`src/rtl/pipe_pkg.sv`:
```
// Shared definitions for the pipeline register stage: state encoding and
// default payload field widths.
package pipe_pkg;

  localparam int unsigned PC_W   = 12;
  localparam int unsigned INST_W = 32;

  // Occupancy of the stage: no entry, head only, head plus skid.
  typedef enum logic [1:0] {
    EMPTY = 2'd0,
    ONE   = 2'd1,
    TWO   = 2'd2
  } pipe_state_t;

endpackage

```
`src/rtl/pipe_slot.sv`:
```
// One payload register of the stage, with synchronous clear and load.
module pipe_slot #(
  parameter int unsigned DATA_W = 44
) (
  input  logic              clk,
  input  logic              rst_n,
  input  logic              load,
  input  logic              clear,
  input  logic [DATA_W-1:0] d,
  output logic [DATA_W-1:0] q
);

  // Clear beats load so a kill always leaves the slot zeroed.
  always_ff @(posedge clk or negedge rst_n) begin
    if (!rst_n) begin
      q <= '0;
    end else if (clear) begin
      q <= '0;
    end else if (load) begin
      q <= d;
    end
  end

endmodule

```
`src/rtl/pipe_stage.sv`:
```
// Two-entry skid-buffered pipeline register with flush and a saturating
// back-pressure cycle counter. in_ready is a pure function of occupancy.
module pipe_stage
  import pipe_pkg::*;
#(
  parameter int unsigned DATA_W      = PC_W + INST_W,
  parameter bit          ZERO_BUBBLE = 1'b1,
  parameter int unsigned CNT_W       = 16
) (
  input  logic              clk,
  input  logic              rst_n,
  input  logic              in_valid,
  input  logic [DATA_W-1:0] in_data,
  output logic              in_ready,
  output logic              out_valid,
  output logic [DATA_W-1:0] out_data,
  input  logic              out_ready,
  input  logic              flush,
  output logic [CNT_W-1:0]  stall_cnt
);

  pipe_state_t       state, state_n;
  logic              accept, consume;
  logic              head_load, head_clr, skid_load, skid_clr;
  logic [DATA_W-1:0] head_d, head_q, skid_q;

  assign in_ready  = (state != TWO);
  assign out_valid = (state != EMPTY);
  assign accept    = in_valid & in_ready & ~flush;
  assign consume   = out_valid & out_ready;

  // The head refills from the skid when draining out of TWO, otherwise from upstream.
  assign head_d = (state == TWO) ? skid_q : in_data;

  // Masking keeps out_data at zero while invalid even if the head holds stale data.
  assign out_data = (ZERO_BUBBLE && !out_valid) ? '0 : head_q;

  // Occupancy register.
  always_ff @(posedge clk or negedge rst_n) begin
    if (!rst_n) begin
      state <= EMPTY;
    end else begin
      state <= state_n;
    end
  end

  // Next occupancy and slot load/clear strobes; flush overrides everything.
  always_comb begin
    state_n   = state;
    head_load = 1'b0;
    head_clr  = 1'b0;
    skid_load = 1'b0;
    skid_clr  = 1'b0;
    if (flush) begin
      state_n  = EMPTY;
      head_clr = 1'b1;
      skid_clr = 1'b1;
    end else begin
      case (state)
        EMPTY: begin
          if (accept) begin
            head_load = 1'b1;
            state_n   = ONE;
          end
        end
        ONE: begin
          if (accept && !consume) begin
            skid_load = 1'b1;
            state_n   = TWO;
          end else if (consume && !accept) begin
            head_clr = ZERO_BUBBLE;
            state_n  = EMPTY;
          end else if (accept && consume) begin
            head_load = 1'b1;
          end
        end
        TWO: begin
          if (consume) begin
            head_load = 1'b1;
            skid_clr  = ZERO_BUBBLE;
            state_n   = ONE;
          end
        end
        default: begin
          state_n  = EMPTY;
          head_clr = 1'b1;
          skid_clr = 1'b1;
        end
      endcase
    end
  end

  // Count cycles a live head is held back by downstream; flush does not touch it.
  always_ff @(posedge clk or negedge rst_n) begin
    if (!rst_n) begin
      stall_cnt <= '0;
    end else if (out_valid && !out_ready && (stall_cnt != '1)) begin
      stall_cnt <= stall_cnt + 1'b1;
    end
  end

  pipe_slot #(.DATA_W(DATA_W)) u_head (
    .clk   (clk),
    .rst_n (rst_n),
    .load  (head_load),
    .clear (head_clr),
    .d     (head_d),
    .q     (head_q)
  );

  pipe_slot #(.DATA_W(DATA_W)) u_skid (
    .clk   (clk),
    .rst_n (rst_n),
    .load  (skid_load),
    .clear (skid_clr),
    .d     (in_data),
    .q     (skid_q)
  );

endmodule

```
`config.mk`:
```
export PLATFORM = sky130hd
export DESIGN_NAME = pipe_stage
export DESIGN_NICKNAME = d
export VERILOG_FILES = /design/src/rtl/pipe_pkg.sv /design/src/rtl/pipe_slot.sv /design/src/rtl/pipe_stage.sv
export SDC_FILE = /design/constraint.sdc
export NUM_CORES = 1
export LEC_CHECK = 0
export BUFFER_PORTS_ARGS = -buffer_cell sky130_fd_sc_hd__clkbuf_2
export CAP_MARGIN = 5
export CELL_PAD_IN_SITES_DETAIL_PLACEMENT = 0
export CELL_PAD_IN_SITES_GLOBAL_PLACEMENT = 1
export CORE_UTILIZATION = 40
export DETAILED_ROUTE_END_ITERATION = 16
export HOLD_SLACK_MARGIN = 0.1
export PLACE_DENSITY_LB_ADDON = 0.05
export SLEW_MARGIN = 30
export SYNTH_ARGS = -nofsm -noshare
export SYNTH_HDL_FRONTEND = slang
export SYNTH_SLANG_ARGS = --single-unit
```
`constraint.sdc`:
```
create_clock -name clk -period 2.8 [get_ports clk]
set_input_delay 0.28 -clock clk [delete_from_list [all_inputs] [get_ports clk]]
set_output_delay 0.28 -clock clk [all_outputs]
set_load 0.01 [all_outputs]
```
==> results.yml <==
job:
  drv_cap: 0
clock_tree:
  clk_latency_ns: 0.34
  cts_buffers: 9
  cts_tree: "yes"
  clk_path_buf_depth: 2
  htree_levels: 3
  post_cts_buffers: 0
  path_clk_slew_ns: 0.07
  cts-resized-gates: 0
  cts_root_buf: "clkbuf_16"
  cts_sinks: 106
  ctsHoldBuffers: 1
logic_synthesis:
  synth_common_cells: "106 x dfrtp_1, 49 x nor2b_1, 48 x nor2_1"
  syn-num-nets: 490
  syn_avg_cell_area_um2: 11.6
  yosysWarnings: 0
  synth_edf_count: 0
  syn_inst: 440
  synth_async_sr_flop_share: 1.00
  yosysMostFrequentCell: "dfrtp_1"
  synth_largest_area_cell: "dfrtp_1"
  yosysSeqAreaShare: 0.521
  ys_ff_latch: 106
  synthTopCellsByArea: "dfrtp_1 52%, mux2i_1 8.7%, a22o_1 7.6%"
  syn_area_mm2: 0.00509
  synth.top_cell.area_share: 0.521
  synth_cell_type_count: 38
  synth_ff_type: "dfrtp_1"
setup_path:
  crit_path_max_fanout: 46
  crit_arrival_ns: 2.02
  startpoint_type: "register"
  path_class: "reg -> out"
  ff2ff_path_depth: 4
  worstSetupEndpointType: "primary output"
  worstPathRequired_ns: 2.52
detailed_routing:
  drt_iter0_drc: 132
  drc_errors: 0
  ant_nets: 0
  wl_per_cell_um: 16.2
  first_pass_iters: 4
  via_count: 3605
  wl_um: 11400
  drt-vias-per-instance: 5.09
finish:
  multi_input_area_mm2: 0.00226
  synthToLayoutAreaGrowth_pct: 21.0
  drive_above_1_share: 0.311
  antenna_cells: 0
  nNetsFinal: 585
  seq_area_mm2: 0.00265
  fillers: 1152
placement:
  io_buffers: 110
  place_ws_ns: 0.800
  gp_congestion: 0.691
  hpwl_um: 7190
power:
  power_density_mw_per_mm2: 597
  ir_drop_mv: 0.357
  power.total_mw: 3.68
  total_leakage_power_nw: 2.80
timing:
  max_freq_ghz: 0.434
  tns_ns: 0
  finalSetupViolations: 0
  clock_skew_ns: 0.00532
  hold_viol: 0
  worst_slack_ns: 0.498
  slew_headroom: 0.442
  fin_crit_ns: 2.30
  rsz0062_at_grt: "false"
  fin_crit_sh: 0.822
  worst_slew_pin_slew_ns: 0.836
  maxSlewViolCount: 0
die:
  initial_core_util: 0.417
  die_area_mm2: 0.0132
  pin_count: 111
  rows: 40
  fp.dieH_um: 115
  die_x_um: 115
  core-area_mm2: 0.0122
grt:
  antenna_found_initial: 0
  grt_use_total: 0.186
  grt_remaining_overflow: 0
  grt_max_degree: 62
  grt_pass1_vias: 3622
  grt_pass1_wl_um: 18800
worst_hold_path:
  whs_path_depth: 2
  hp-class: "in -> reg"
run_status:
  status: "finished clean"
==> path summary, 6_finish.rpt <==
check,start,end,slack [ns]
worst max-delay path,state[1]$_DFFE_PN0P_,in_ready,0.50
worst min-delay path,in_data[14],u_skid.q[14]$_DFFE_PN0P_,0.17
worst max register to register,state[1]$_DFFE_PN0P_,u_head.q[42]$_DFFE_PN0P_,0.79
worst min register to register,u_skid.q[8]$_DFFE_PN0P_,u_skid.q[8]$_DFFE_PN0P_,0.50
max in group asynchronous,rst_n,u_skid.q[16]$_DFFE_PN0P_,1.55
min in group asynchronous,rst_n,u_skid.q[39]$_DFFE_PN0P_,0.50
==> registers in the layout, summed over array words and instances (netlist names) <==
register   cells
stall_cnt     16
state          2
u_head.q      44
u_skid.q      44
==> metrics by stage <==
step / hold WS [ns] / cell area, µm² / cells / utilization
after global placement: 0.358 / 5820 / 691 / 0.477
after detailed placement: 0.350 / 5820 / 691 / 0.477
after CTS: 0.163 / 6160 / 708 / 0.505
after global routing: 0.164 / 6160 / 708 / 0.505
after floorplan: -0.0156 / 5090 / 440 / -
final: 0.173 / 6160 / 708 / 0.505
==> layer usage <==
| metal | routed length (µm) | GRT usage |
|---|---|---|
| met1 | 5650 | 0.260 |
| met2 | 5250 | 0.294 |
| met3 | 430 | 0.0390 |
| met4 | 113 | 0.0537 |
| met5 | 0 | 0 |
==> cell families after synthesis <==
logic type      Yosys count  share of synthesized area
flops                   106                      0.521
compound gates           96                      0.171
fa+ha+maj                 1                    0.00246
xor+xnor                 15                     0.0258
buf+inv                  42                     0.0437
mux                      45                     0.0887
simple gates            135                      0.147
==> critical path, stage by stage, from the launching register on <==
cell,delay [ns]
dfrtp_1,0.53
nor2b_4,0.23
buf_4,0.68
inv_1,0.09
clkbuf_2,0.15
==> power by group <==
group	internal (mW)	switching, mW	leakage, nW
Clock	0.810	0.575	0.155
Combinational	0.239	0.326	1.21
Sequential	1.64	0.0890	1.43
==> cells in the final DEF (no fill, tap or decap), drive strengths merged, types with 3 or more instances in the layout <==
cell type,n
clkbuf,119
nand2,5
xnor2,5
nand4,5
xor2,10
nor4bb,3
a22o,44
nor3,5
nor3b,3
a211oi,44
nor4,7
a21oi,3
dfrtp,106
nor2b,49
nor2,49
inv,5
buf,12
mux2i,44
nand3,3
==> area by class of cell <==
cell class / count / share of cell area
well taps: 168 / 0.0341
repair buffers: 122 / 0.113
clock buffers: 10 / 0.0388
flip-flops and latches: 106 / 0.431
inverters: 4 / 0.00244
clock inverters: 6 / 0.0144
multi-input cells: 292 / 0.367
(Power assumes the default switching activity.)
